`config.mk`:
```
export PLATFORM = sky130hd
export DESIGN_NAME = ifetch_ctrl
export DESIGN_NICKNAME = d
export VERILOG_FILES = /design/src/rtl/ifetch_ctrl_pkg.sv /design/src/rtl/ifetch_fifo.sv /design/src/rtl/ifetch_ctrl.sv
export SDC_FILE = /design/constraint.sdc
export NUM_CORES = 1
export LEC_CHECK = 0
export ABC_AREA = 1
export BUFFER_PORTS_ARGS = -buffer_cell sky130_fd_sc_hd__buf_2
export CAP_MARGIN = 20
export CORE_MARGIN = 5
export CORE_UTILIZATION = 30
export DETAILED_ROUTE_END_ITERATION = 8
export PLACE_DENSITY = 0.53
export SYNTH_ARGS = -nofsm -noshare
export SYNTH_HDL_FRONTEND = slang
export SYNTH_SLANG_ARGS = --single-unit
```
`constraint.sdc`:
```
create_clock -name clk -period 7.8 [get_ports clk]
set_input_delay 1.56 -clock clk [delete_from_list [all_inputs] [get_ports clk]]
set_output_delay 1.56 -clock clk [all_outputs]
set_load 0.02 [all_outputs]
```
`src/rtl/ifetch_ctrl_pkg.sv`:
```
// Shared constants, FSM encodings and the FIFO entry layout for the instruction fetch controller.
// Optional feature macro used by this block: IFETCH_MISALIGN_TRAP_EN.
package ifetch_ctrl_pkg;

    localparam int XLEN       = 32;
    localparam int ILEN_BYTES = 4;

    localparam logic [1:0] ST_BOOT   = 2'd0;
    localparam logic [1:0] ST_RUN    = 2'd1;
    localparam logic [1:0] ST_HALTED = 2'd2;

    typedef struct packed {
        logic [XLEN-1:0] pc;
        logic [XLEN-1:0] inst;
    } fetch_entry_t;

    // Clear the sub-word offset so the pc always points at an instruction boundary.
    function automatic logic [XLEN-1:0] align_pc(input logic [XLEN-1:0] addr);
        return addr & ~XLEN'(ILEN_BYTES - 1);
    endfunction

endpackage

```
`src/rtl/ifetch_fifo.sv`:
```
// Small synchronous FIFO buffering fetched {pc, inst} pairs; flush wins over push and pop.
// Storage is plain registers; only pointers and count are reset.
module ifetch_fifo #(
    parameter int DEPTH = 2,
    parameter int WIDTH = 64
) (
    input  logic             clk,
    input  logic             reset,
    input  logic             push,
    input  logic             pop,
    input  logic             flush,
    input  logic [WIDTH-1:0] wdata,
    output logic [WIDTH-1:0] rdata,
    output logic             full,
    output logic             empty
);

    localparam int PW = $clog2(DEPTH);

    logic [PW-1:0]    wr_ptr;
    logic [PW-1:0]    rd_ptr;
    logic [PW:0]      count;
    logic [WIDTH-1:0] mem [DEPTH];
    logic             do_push;
    logic             do_pop;

    assign full    = (count == (PW+1)'(DEPTH));
    assign empty   = (count == '0);
    assign do_pop  = pop && !empty && !flush;
    assign do_push = push && !flush && (!full || do_pop);
    assign rdata   = mem[rd_ptr];

    // NOTE: sequential state is updated with non-blocking assignments so every flop samples pre-edge values.
    always_ff @(posedge clk) begin
        if (reset || flush) begin
            wr_ptr <= '0;
            rd_ptr <= '0;
            count  <= '0;
        end else begin
            if (do_push) wr_ptr <= wr_ptr + 1'b1;
            if (do_pop)  rd_ptr <= rd_ptr + 1'b1;
            case ({do_push, do_pop})
                2'b10:   count <= count + 1'b1;
                2'b01:   count <= count - 1'b1;
                default: count <= count;
            endcase
        end
    end

    // NOTE: the storage array is deliberately not reset; an entry is never read until count says it was written.
    always_ff @(posedge clk) begin
        if (do_push) mem[wr_ptr] <= wdata;
    end

endmodule

```
`src/rtl/ifetch_ctrl.sv`:
```
// Instruction fetch controller: owns the pc, drives imem, buffers {pc, inst} for decode,
// handles redirect/flush and halt/resume. Define IFETCH_MISALIGN_TRAP_EN to trap misaligned redirects.
module ifetch_ctrl
    import ifetch_ctrl_pkg::*;
#(
    parameter logic [XLEN-1:0] RESET_PC = 32'h0000_0000,
    parameter int              DEPTH    = 2
) (
    input  logic            clk,
    input  logic            reset,
    output logic [XLEN-1:0] imem_addr,
    input  logic [XLEN-1:0] imem_rdata,
    output logic            inst_valid,
    input  logic            inst_ready,
    output logic [XLEN-1:0] inst,
    output logic [XLEN-1:0] inst_pc,
    input  logic            redirect,
    input  logic [XLEN-1:0] redirect_pc,
    input  logic            halt_req,
    input  logic            resume,
    output logic            halted
`ifdef IFETCH_MISALIGN_TRAP_EN
    ,
    output logic            fetch_misalign,
    output logic [XLEN-1:0] fetch_misalign_pc
`endif
);

    logic [XLEN-1:0] pc;
    logic [XLEN-1:0] pc_next;
    logic [1:0]      state;
    logic [1:0]      state_next;
    logic            push;
    logic            pop;
    logic            full;
    logic            empty;
    logic            misalign;
    fetch_entry_t    head;
    fetch_entry_t    last_head;

`ifdef IFETCH_MISALIGN_TRAP_EN
    assign misalign = redirect && (redirect_pc[1:0] != 2'b00);
`else
    assign misalign = 1'b0;
`endif

    assign imem_addr  = pc;
    assign inst_valid = !empty;
    assign pop        = inst_valid && inst_ready;
    assign push       = (state == ST_RUN) && !redirect && (!full || pop);
    assign halted     = (state == ST_HALTED) && empty;

    // With nothing buffered the outputs hold the last head seen (zero out of reset).
    assign inst    = inst_valid ? head.inst : last_head.inst;
    assign inst_pc = inst_valid ? head.pc   : last_head.pc;

    // NOTE: every always_comb output gets a default first, so no path can infer a latch.
    always_comb begin
        state_next = state;
        pc_next    = pc;
        case (state)
            ST_BOOT:   state_next = ST_RUN;
            ST_RUN:    if (halt_req) state_next = ST_HALTED;
            ST_HALTED: if (resume)   state_next = ST_RUN;
            default:   state_next = ST_BOOT;
        endcase
        if (redirect) begin
            if (halt_req || misalign) state_next = ST_HALTED;
            if (!misalign)            pc_next    = align_pc(redirect_pc);
        end else if (push) begin
            pc_next = pc + XLEN'(ILEN_BYTES);
        end
    end

    always_ff @(posedge clk) begin
        if (reset) begin
            pc        <= RESET_PC;
            state     <= ST_BOOT;
            last_head <= '0;
        end else begin
            pc    <= pc_next;
            state <= state_next;
            if (inst_valid) last_head <= head;
        end
    end

`ifdef IFETCH_MISALIGN_TRAP_EN
    always_ff @(posedge clk) begin
        if (reset) begin
            fetch_misalign    <= 1'b0;
            fetch_misalign_pc <= '0;
        end else begin
            fetch_misalign <= misalign;
            if (misalign) fetch_misalign_pc <= redirect_pc;
        end
    end
`endif

    ifetch_fifo #(
        .DEPTH (DEPTH),
        .WIDTH ($bits(fetch_entry_t))
    ) u_fifo (
        .clk   (clk),
        .reset (reset),
        .push  (push),
        .pop   (pop),
        .flush (redirect),
        .wdata ({pc, imem_rdata}),
        .rdata (head),
        .full  (full),
        .empty (empty)
    );

endmodule

```
# Word level (Yosys, flattened, before mapping)
# Memory sizes are Yosys's and may differ from the RTL's. A register that Yosys moved wholly into a read port is not among the register bits.
# Cells that the tools add are included.
[word_totals]
output_inout_bits = 98
register_bits = 102
word_cells = 52
input_bits = 70
ram_bits = 128
mem_count = 1
[memory_table]
columns = ["memory", "depth", "word_bits", "rd", "rd_clocked_by_memory_dff", "wr", "line_no", "source"]
rows = [
  ["u_fifo.mem", 2, 64, 1, 1, 1, "ifetch_fifo.sv:23", "logic [WIDTH-1:0] mem [DEPTH];"],
]
[classes]
n_addsub = 5
n_mux = 14
n_reduce_logical = 19
eq_ne = 5
[ops]
columns = ["operator", "n"]
rows = [
  ["32-bit two-way mux", 4],
  ["32-bit by 3-bit adder with 32-bit output, second input constant", 1],
  ["1-bit logical AND", 8],
  ["2-bit two-way mux", 4],
  ["2-bit equality test, second input constant", 3],
  ["2-bit one-hot mux with 3 select lines", 1],
  ["2-bit by 1-bit equality test with 1-bit output, second input constant", 2],
  ["2-bit zero test", 2],
  ["1-bit two-way mux", 4],
  ["2-bit one-hot mux with 2 select lines", 1],
  ["2-bit nonzero test", 2],
  ["1-bit zero test", 3],
  ["1-bit logical OR", 3],
  ["1-bit adder, second input constant", 2],
  ["2-bit by 1-bit adder with 2-bit output, second input constant", 1],
  ["2-bit OR reduction", 1],
  ["2-bit by 1-bit subtractor with 2-bit output, second input constant", 1],
]

# Logic depth before layout (Yosys ltp)
# Gate-level depths: netlist of the first run.
[logic_depth]
depth_word = 9
mapped_depth = 10
ltp_nobuf = 10

# Cells and area by module
# Synthesis of the first run repeated with hierarchy kept, for this count alone.
[hier_totals]
cells_unflattened = 963
area_unflattened_um2 = 9698.1
[modules_own_cells]
columns = ["module", "area_each_um2", "cells_per_inst", "instances", "seq_area_each_um2"]
rows = [
  ["ifetch_fifo", 4906.0, 241, 1, 3943.8],
  ["ifetch_ctrl", 4792.1, 722, 1, 1921.8],
]

# Worst setup path after synthesis of the first run
# OpenSTA, ideal clock, no wires.
[synth_timing]
path_kind = "input port to flip-flop"
startpoint = "input redirect"
endpoint = "memory u_fifo.mem[1][0], enable pin"
slack_ns = 2.740
cell_stages = 4
t_required_ns = 7.316
setup_ns = 0.484
arrival_time_ns = 4.576
n_path_buf = 1
path_cell_list = "buf_2 -> nor2_2 -> nand2_4 -> nor2_1"
[synth_via]
elab_chain_cells = 7
word_cells_on_any_way = 9
cone_classes = "2 x mux; 7 x reduce/logical"
[synth_lines]
columns = ["item", "line_no", "source"]
rows = [
  ["start: declaration", "ifetch_ctrl.sv:17", "input logic redirect,"],
  ["1-bit zero test *", "ifetch_fifo.sv:29, ifetch_fifo.sv:30, ifetch_ctrl.sv:50", ""],
  ["1-bit logical AND (2 in a row)", "ifetch_ctrl.sv:50", "assign push = (state == ST_RUN) && !redirect && (!full || pop);"],
  ["1-bit logical AND", "ifetch_fifo.sv:30", "assign do_push = push && !flush && (!full || do_pop);"],
  ["1-bit logical AND *", "ifetch_fifo.sv:30", ""],
  ["1-bit two-way mux *", "ifetch_fifo.sv:52", "if (do_push) mem[wr_ptr] <= wdata;"],
  ["1-bit two-way mux (not written as such) *", "ifetch_fifo.sv:52", ""],
  ["end: declaration", "ifetch_fifo.sv:23", ""],
]
# Mark *: on every way between the ends. The rest lies on a longest branch, timed or not.

# Final worst setup path of the first run
[layout_timing]
startpoint = "register u_fifo.count[1]"
endpoint = "output inst_pc[13]"
[layout_via]
elab_chain_cells = 2
[layout_lines]
columns = ["item", "line_no", "source"]
rows = [
  ["start: declaration", "ifetch_fifo.sv:22", "logic [PW:0] count;"],
  ["start signal: assignment", "ifetch_fifo.sv:43", "2'b10: count <= count + 1'b1;"],
  ["start signal: assignment", "ifetch_fifo.sv:44", "2'b01: count <= count - 1'b1;"],
  ["start signal: assignment", "ifetch_fifo.sv:45", "default: count <= count;"],
  ["2-bit zero test", "ifetch_fifo.sv:28", "assign empty = (count == '0);"],
  ["32-bit two-way mux", "ifetch_ctrl.sv:55", "assign inst_pc = inst_valid ? head.pc : last_head.pc;"],
  ["end: declaration", "ifetch_ctrl.sv:16", "output logic [XLEN-1:0] inst_pc,"],
]
# No other way between the ends.

==> flow_summary.ini, run 1 <==
[outcome]
run_status = complete, no violations

[final_layout]
areaGrowthSynthToFinish_pct = 21.3
design.final.nets = 1176
fillerInstances = 3189
drive_gt1_share_pct = 27.0
finalCoreUtilization_pct = 36.6
fin_area_um2 = 11500
antenna_cells = 0

[worst_hold_path]
min_delay_worst_type = reg -> reg

[drt]
wl_per_cell_um = 16.4
totalWireLength_mm = 25.0
detail-route-antenna-nets = 0
drt_iter0_markers = 264
via_count = 6941
drt_pre_antenna_iters = 4
post_drt_via_cell_ratio = 4.55
post_route_drc = 0

[timing]
slew-limit-headroom_pct = 41.2
finalHoldWorstSlack_ns = 0.474
layout_worst_path_cycle_share_pct = 52.6
hold_violations = 0
setup-violations-final = 0
maxClockFrequency_mhz = 244
finalClockSkew_ns = 0.0103
rsz_0062_raised_after_global_routing = no
setup-tns-final_ns = 0
tightest_slew_ns = 0.880
number_of_pins_exceeding_their_max_slew_limit_in_the_final_report = 0
final_period_minus_worst_setup_slack_ns = 4.11

[placement]
portBuffers = 161
detailedPlacementHpwl_mm = 15.7
dpl_cell_area_um2 = 10500
routabilityCongestion = 0.782

[pwr]
maximum_resistive_drop_on_vdd_mv = 0.135
cellPowerDensity_nw_per_um2 = 248
power.leakage_nw = 4.65
design_power_total_w = 0.00284

[synthesis]
synth_async_sr_flop_share_pct = 0
number_of_warnings_reported_in_the_yosys_synthesis_log = 0
syn_inst = 953
synth_common_cells = 185 x sky130_fd_sc_hd__nand2_1, 124 x sky130_fd_sc_hd__edfxtp_1, 101 x sky130_fd_sc_hd__nor2_1
area_share_of_the_largest_cell_type_after_synthesis_pct = 39.4
synthesis.area_um2 = 9440
synth_top_cell_by_area = sky130_fd_sc_hd__edfxtp_1
postSynthRegisterBits = 223
synthFlopType = sky130_fd_sc_hd__edfxtp_1
synth.distinct_cells = 35
synth_most_common_cell = sky130_fd_sc_hd__nand2_1
ys_seq_area_share_pct = 60.4
synth_top_cells_by_area = sky130_fd_sc_hd__edfxtp_1 39%, sky130_fd_sc_hd__dfxtp_1 21%, sky130_fd_sc_hd__nand2_1 7.4%
syn_avg_cell_area_um2 = 9.90
synth_edf_count = 124

[cts]
path_clk_slew_ns = 0.05
postCtsResizedCells = 0
cts-htree-levels = 1
cts-root-buf = sky130_fd_sc_hd__clkbuf_16
clk_path_buf_depth = 3
cts.sink_count = 223
post_cts_hold_buffer_count = 0
numCtsBuffers = 27
insertion_delay_ns = 0.52
tritoncts = done
cts_setup_buffers = 0

[flow_run]
maxCapViolCount = 0

[critical_path]
timing.setup.critical_path_class = reg -> out
timing.critical_path.fanout_max = 36
worst_setup_path_end_kind = output pin
data_required_time_of_the_critical_path_ns = 6.24
cp_data_arrival_time_ns = 2.55
critPathLaunchType = flip-flop

[global_routing]
antenna_found_initial = 0
global_route_wire_length_before_repair_mm = 39.1
grt_start_max_net_pins = 68
groute.layer.met1.usage_pct = 18.7
grt_pass1_vias = 6847
gr-usage-met2_pct = 23.2
groute.layer.met3.usage_pct = 2.65
gr-total-overflow = 0
global_route.usage.total_pct = 13.9
gr-max-usage-layer = met2

[floorplan]
top_level_ports = 168
start_util_pct = 30.1
core_area_um2 = 31300
dieHeight_um = 187
floorplan.die.width_um = 187
rows = 65
die_area_um2 = 35100
[stage by stage]
step / worst slack (ns) / cells
after global placement: 3.76 / 1477
after CTS: 3.57 / 1526
final: 3.69 / 1526
after detailed placement: 3.74 / 1477
after global routing: 3.47 / 1526
after floorplan: 2.74 / 956
[critical path: stages, from the launching register on]
cell	delay, ns
sky130_fd_sc_hd__dfxtp_1	0.44
sky130_fd_sc_hd__nor2_4	0.07
sky130_fd_sc_hd__inv_2	0.46
sky130_fd_sc_hd__buf_4	0.56
sky130_fd_sc_hd__nor2_1	0.10
sky130_fd_sc_hd__a21oi_2	0.18
sky130_fd_sc_hd__buf_2	0.20
[flip-flops by register name, summed over array words and instances, names as in the netlist, named ones only]
signal / count
u_fifo.mem: 124
last_head: 62
imem_addr: 30
state: 2
u_fifo.count: 2
u_fifo.rd_ptr: 1
u_fifo.wr_ptr: 1
[report_power, final]
group          total (W)  internal [W]  switching, W  leakage [nW]
combinational   0.000248     0.0000811      0.000167          2.26
sequential       0.00131       0.00128     0.0000293          1.95
clock            0.00128      0.000811      0.000473         0.440
total            0.00284       0.00217      0.000669          4.65
[placed cells by master, fill, tap and decap left out, types with 5 or more instances in the layout]
master,instances
sky130_fd_sc_hd__bufinv_16,5
sky130_fd_sc_hd__nor2_4,8
sky130_fd_sc_hd__o21ai_0,18
sky130_fd_sc_hd__buf_4,7
sky130_fd_sc_hd__nand3_1,36
sky130_fd_sc_hd__clkbuf_1,9
sky130_fd_sc_hd__dfxtp_1,98
sky130_fd_sc_hd__a21oi_2,62
sky130_fd_sc_hd__o21ai_1,9
sky130_fd_sc_hd__inv_2,6
sky130_fd_sc_hd__nor2_1,99
sky130_fd_sc_hd__clkbuf_16,27
sky130_fd_sc_hd__and2_1,63
sky130_fd_sc_hd__o21ai_2,11
sky130_fd_sc_hd__a21oi_1,90
sky130_fd_sc_hd__edfxtp_1,124
sky130_fd_sc_hd__nor2_2,6
sky130_fd_sc_hd__inv_1,63
sky130_fd_sc_hd__nand2_1,185
sky130_fd_sc_hd__buf_2,161
[cell families (layout without fill, tap and decap cells)]
family          after synthesis  in the layout  synth area share [%]
compound gates              200            200                  13.8
xor+xnor                      5              5                 0.464
fa+ha+maj                     2              2                 0.265
buf+inv                     118            286                  5.79
flops                       223            223                  60.4
other cells                   1              4                0.0397
simple gates                404            404                  19.2
[area by class of cell]
| cell class | instances | area, µm² | share of cell area (%) |
|---|---|---|---|
| Clock buffer | 37 | 723 | 6.32 |
| Tap cell | 402 | 503 | 4.39 |
| Clock inverter | 12 | 188 | 1.64 |
| Inverter | 69 | 259 | 2.26 |
| Multi-Input combinational cell | 615 | 3210 | 28.1 |
| Timing Repair Buffer | 168 | 858 | 7.50 |
| Sequential cell | 223 | 5710 | 49.8 |
[worst paths after layout]
path	slack, ns	endpoint	startpoint	depth (start not counted)
worst min register to register	0.47	flip-flop	u_fifo.rd_ptr$_SDFFE_PP0P_	2
worst max register to register	5.18	u_fifo.count[1]$_SDFFE_PP0P_	u_fifo.count[1]$_SDFFE_PP0P_	10
worst max-delay path	3.69	inst_pc[13]	u_fifo.count[1]$_SDFFE_PP0P_	6
worst min-delay path	0.47	flip-flop	u_fifo.rd_ptr$_SDFFE_PP0P_	2
[metal layers]
metal | part of all wire [%] | vias to the layer above
met3 | 5.8 | 37
li1 | - | 3473
met4 | 2.2 | 0
met2 | 47 | 181
met1 | 45 | 3250
met5 | 0 | -
No activity file was read; power rests on OpenSTA's default activity.
==> run 2: changes to the inputs <==
==> constraint.sdc (replaced) <==
create_clock -name clk -period 3.8 [get_ports clk]
set_input_delay 0.76 -clock clk [delete_from_list [all_inputs] [get_ports clk]]
set_output_delay 0.76 -clock clk [all_outputs]
set_load 0.02 [all_outputs]
==> flow_summary.ini, run 2 (synthesized netlist as in run 1, its figures left out) <==
[cts]
tritoncts = done
cts-root-buf = sky130_fd_sc_hd__clkbuf_16
postCtsResizedCells = 0
path_clk_slew_ns = 0.06
post_cts_hold_buffer_count = 0
cts-htree-levels = 1
insertion_delay_ns = 0.52
clk_path_buf_depth = 3
numCtsBuffers = 26
cts.sink_count = 223
cts_setup_buffers = 0

[placement]
detailedPlacementHpwl_mm = 15.6
routabilityCongestion = 0.775
portBuffers = 161

[critical_path]
data_required_time_of_the_critical_path_ns = 3.04
crit_path_top_delay_cell = sky130_fd_sc_hd__buf_4
timing.setup.critical_path_class = reg -> out
timing.critical_path.fanout_max = 62
critical_path_buf_inv_count = 2
critPathLaunchType = flip-flop
cp_data_arrival_time_ns = 2.25
timing.critical_path.cells = nor2_4 > buf_4 > a21oi_1 > a21oi_2 > buf_2
worst_setup_path_end_kind = output pin
critical_path.max_stage_delay_ns = 0.64
worst_path_dominant_cell_family = buffers and inverters

[floorplan]
die_area_um2 = 35100
floorplan.die.width_um = 187
top_level_ports = 168
start_util_pct = 30.1
dieHeight_um = 187
rows = 65
core_area_um2 = 31300

[drt]
totalWireLength_mm = 24.8
drt_pre_antenna_iters = 4
post_route_drc = 0
via_count = 6896
drt_iter0_markers = 273
post_drt_via_cell_ratio = 4.52
detail-route-antenna-nets = 0
wl_per_cell_um = 16.2

[global_routing]
global_route.usage.total_pct = 13.7
antenna_found_initial = 0
grt_start_max_net_pins = 63
global_route_wire_length_before_repair_mm = 38.6
gr-total-overflow = 0
grt_pass1_vias = 6825

[pwr]
design_power_total_w = 0.00561
sw_frac_of_total_pct = 24.9
maximum_resistive_drop_on_vdd_mv = 0.271
pwr-share-comb_pct = 9.1
power.leakage_nw = 4.63
cellPowerDensity_nw_per_um2 = 490
p_int_w = 0.00421
power.clock.fraction_pct = 42.8
seq_power_share_pct = 48.1
switching_power_w = 0.00140

[timing]
layout_worst_path_cycle_share_pct = 79.2
maxClockFrequency_mhz = 332
slew-limit-headroom_pct = 45.1
setup-tns-final_ns = 0
number_of_pins_exceeding_their_max_slew_limit_in_the_final_report = 0
setup-violations-final = 0
final_period_minus_worst_setup_slack_ns = 3.01
hold_violations = 0
tightest_slew_ns = 0.824
rsz_0062_raised_after_global_routing = no
finalClockSkew_ns = 0.0179

[final_layout]
antenna_cells = 0
areaGrowthSynthToFinish_pct = 21.2
max_flop_register = u_fifo.mem
most-common-layout-cells = 185 x sky130_fd_sc_hd__nand2_1, 161 x sky130_fd_sc_hd__buf_2, 124 x sky130_fd_sc_hd__edfxtp_1, 99 x sky130_fd_sc_hd__nor2_1, 98 x sky130_fd_sc_hd__dfxtp_1
drive_gt1_share_pct = 27.6
largest_register_ffs = 124
finalCoreUtilization_pct = 36.5
layout_commonest_cell = sky130_fd_sc_hd__nand2_1
design.final.nets = 1177

[flow_run]
maxCapViolCount = 0

[worst_hold_path]
min_delay_worst_type = in -> reg

[outcome]
run_status = complete, no violations
[run 2: routing by layer]
| metal | global-route usage, % | wire [µm] | vias up |
|---|---|---|---|
| li1 | - | - | 3477 |
| met1 | 18.2 | 11300 | 3235 |
| met5 | 0 | 0 | - |
| met2 | 23.5 | 11900 | 161 |
| met4 | 3.08 | 361 | 0 |
| met3 | 2.41 | 1260 | 23 |
[run 2: final cells by class]
cell class,instances,area (µm²)
Clock buffer,34,722
Clock inverter,14,110
Fill cell,3145,19900
Inverter,69,259
Multi-Input combinational cell,615,3210
Sequential cell,223,5710
Tap cell,402,503
Timing Repair Buffer,170,923
[run 2: power by group through the flow]
| stage | Clock (W) | Sequential, W | Combinational [W] |
|---|---|---|---|
| after floorplan | 0 | 0.00275 | 0.000324 |
| after global placement | 0 | 0.00274 | 0.000516 |
| after detailed placement | 0 | 0.00275 | 0.000522 |
| after CTS | 0.00247 | 0.00270 | 0.000524 |
| after global routing | 0.00260 | 0.00270 | 0.000568 |
| final | 0.00240 | 0.00270 | 0.000513 |
[run 2: worst paths after layout]
path	from	endpoint	slack (ns)	cells past startpoint
hold reg to reg	u_fifo.rd_ptr$_SDFFE_PP0P_	flip-flop	0.47	2
setup reg to reg	u_fifo.count[1]$_SDFFE_PP0P_	u_fifo.count[1]$_SDFFE_PP0P_	1.56	10
setup / recovery	u_fifo.count[1]$_SDFFE_PP0P_	inst_pc[14]	0.79	5
hold / removal	imem_rdata[20]	u_fifo.mem[1][20]$_DFFE_PP_	0.42	1
[run 2: worst reg2reg max path, cell delays in order (launching register included)]
cell,delay [ns]
sky130_fd_sc_hd__dfxtp_1,0.45
sky130_fd_sc_hd__nor2_4,0.07
sky130_fd_sc_hd__inv_2,0.33
sky130_fd_sc_hd__buf_12,0.33
sky130_fd_sc_hd__nand2_1,0.17
sky130_fd_sc_hd__nor2_1,0.12
sky130_fd_sc_hd__ha_1,0.17
sky130_fd_sc_hd__xnor2_1,0.14
sky130_fd_sc_hd__xor2_1,0.17
sky130_fd_sc_hd__nand2_1,0.06
sky130_fd_sc_hd__a21boi_0,0.15
[run 2: per-stage QoR]
stage                     cells  hold slack, ns  cell area [µm²]  setup slack, ns
after floorplan             956           0.453             9460            0.595
after global placement     1479           0.461            10600             1.24
after detailed placement   1479           0.465            10600             1.23
after CTS                  1527           0.400            11400            0.724
after global routing       1527           0.392            11400            0.609
final                      1527           0.420            11400            0.789
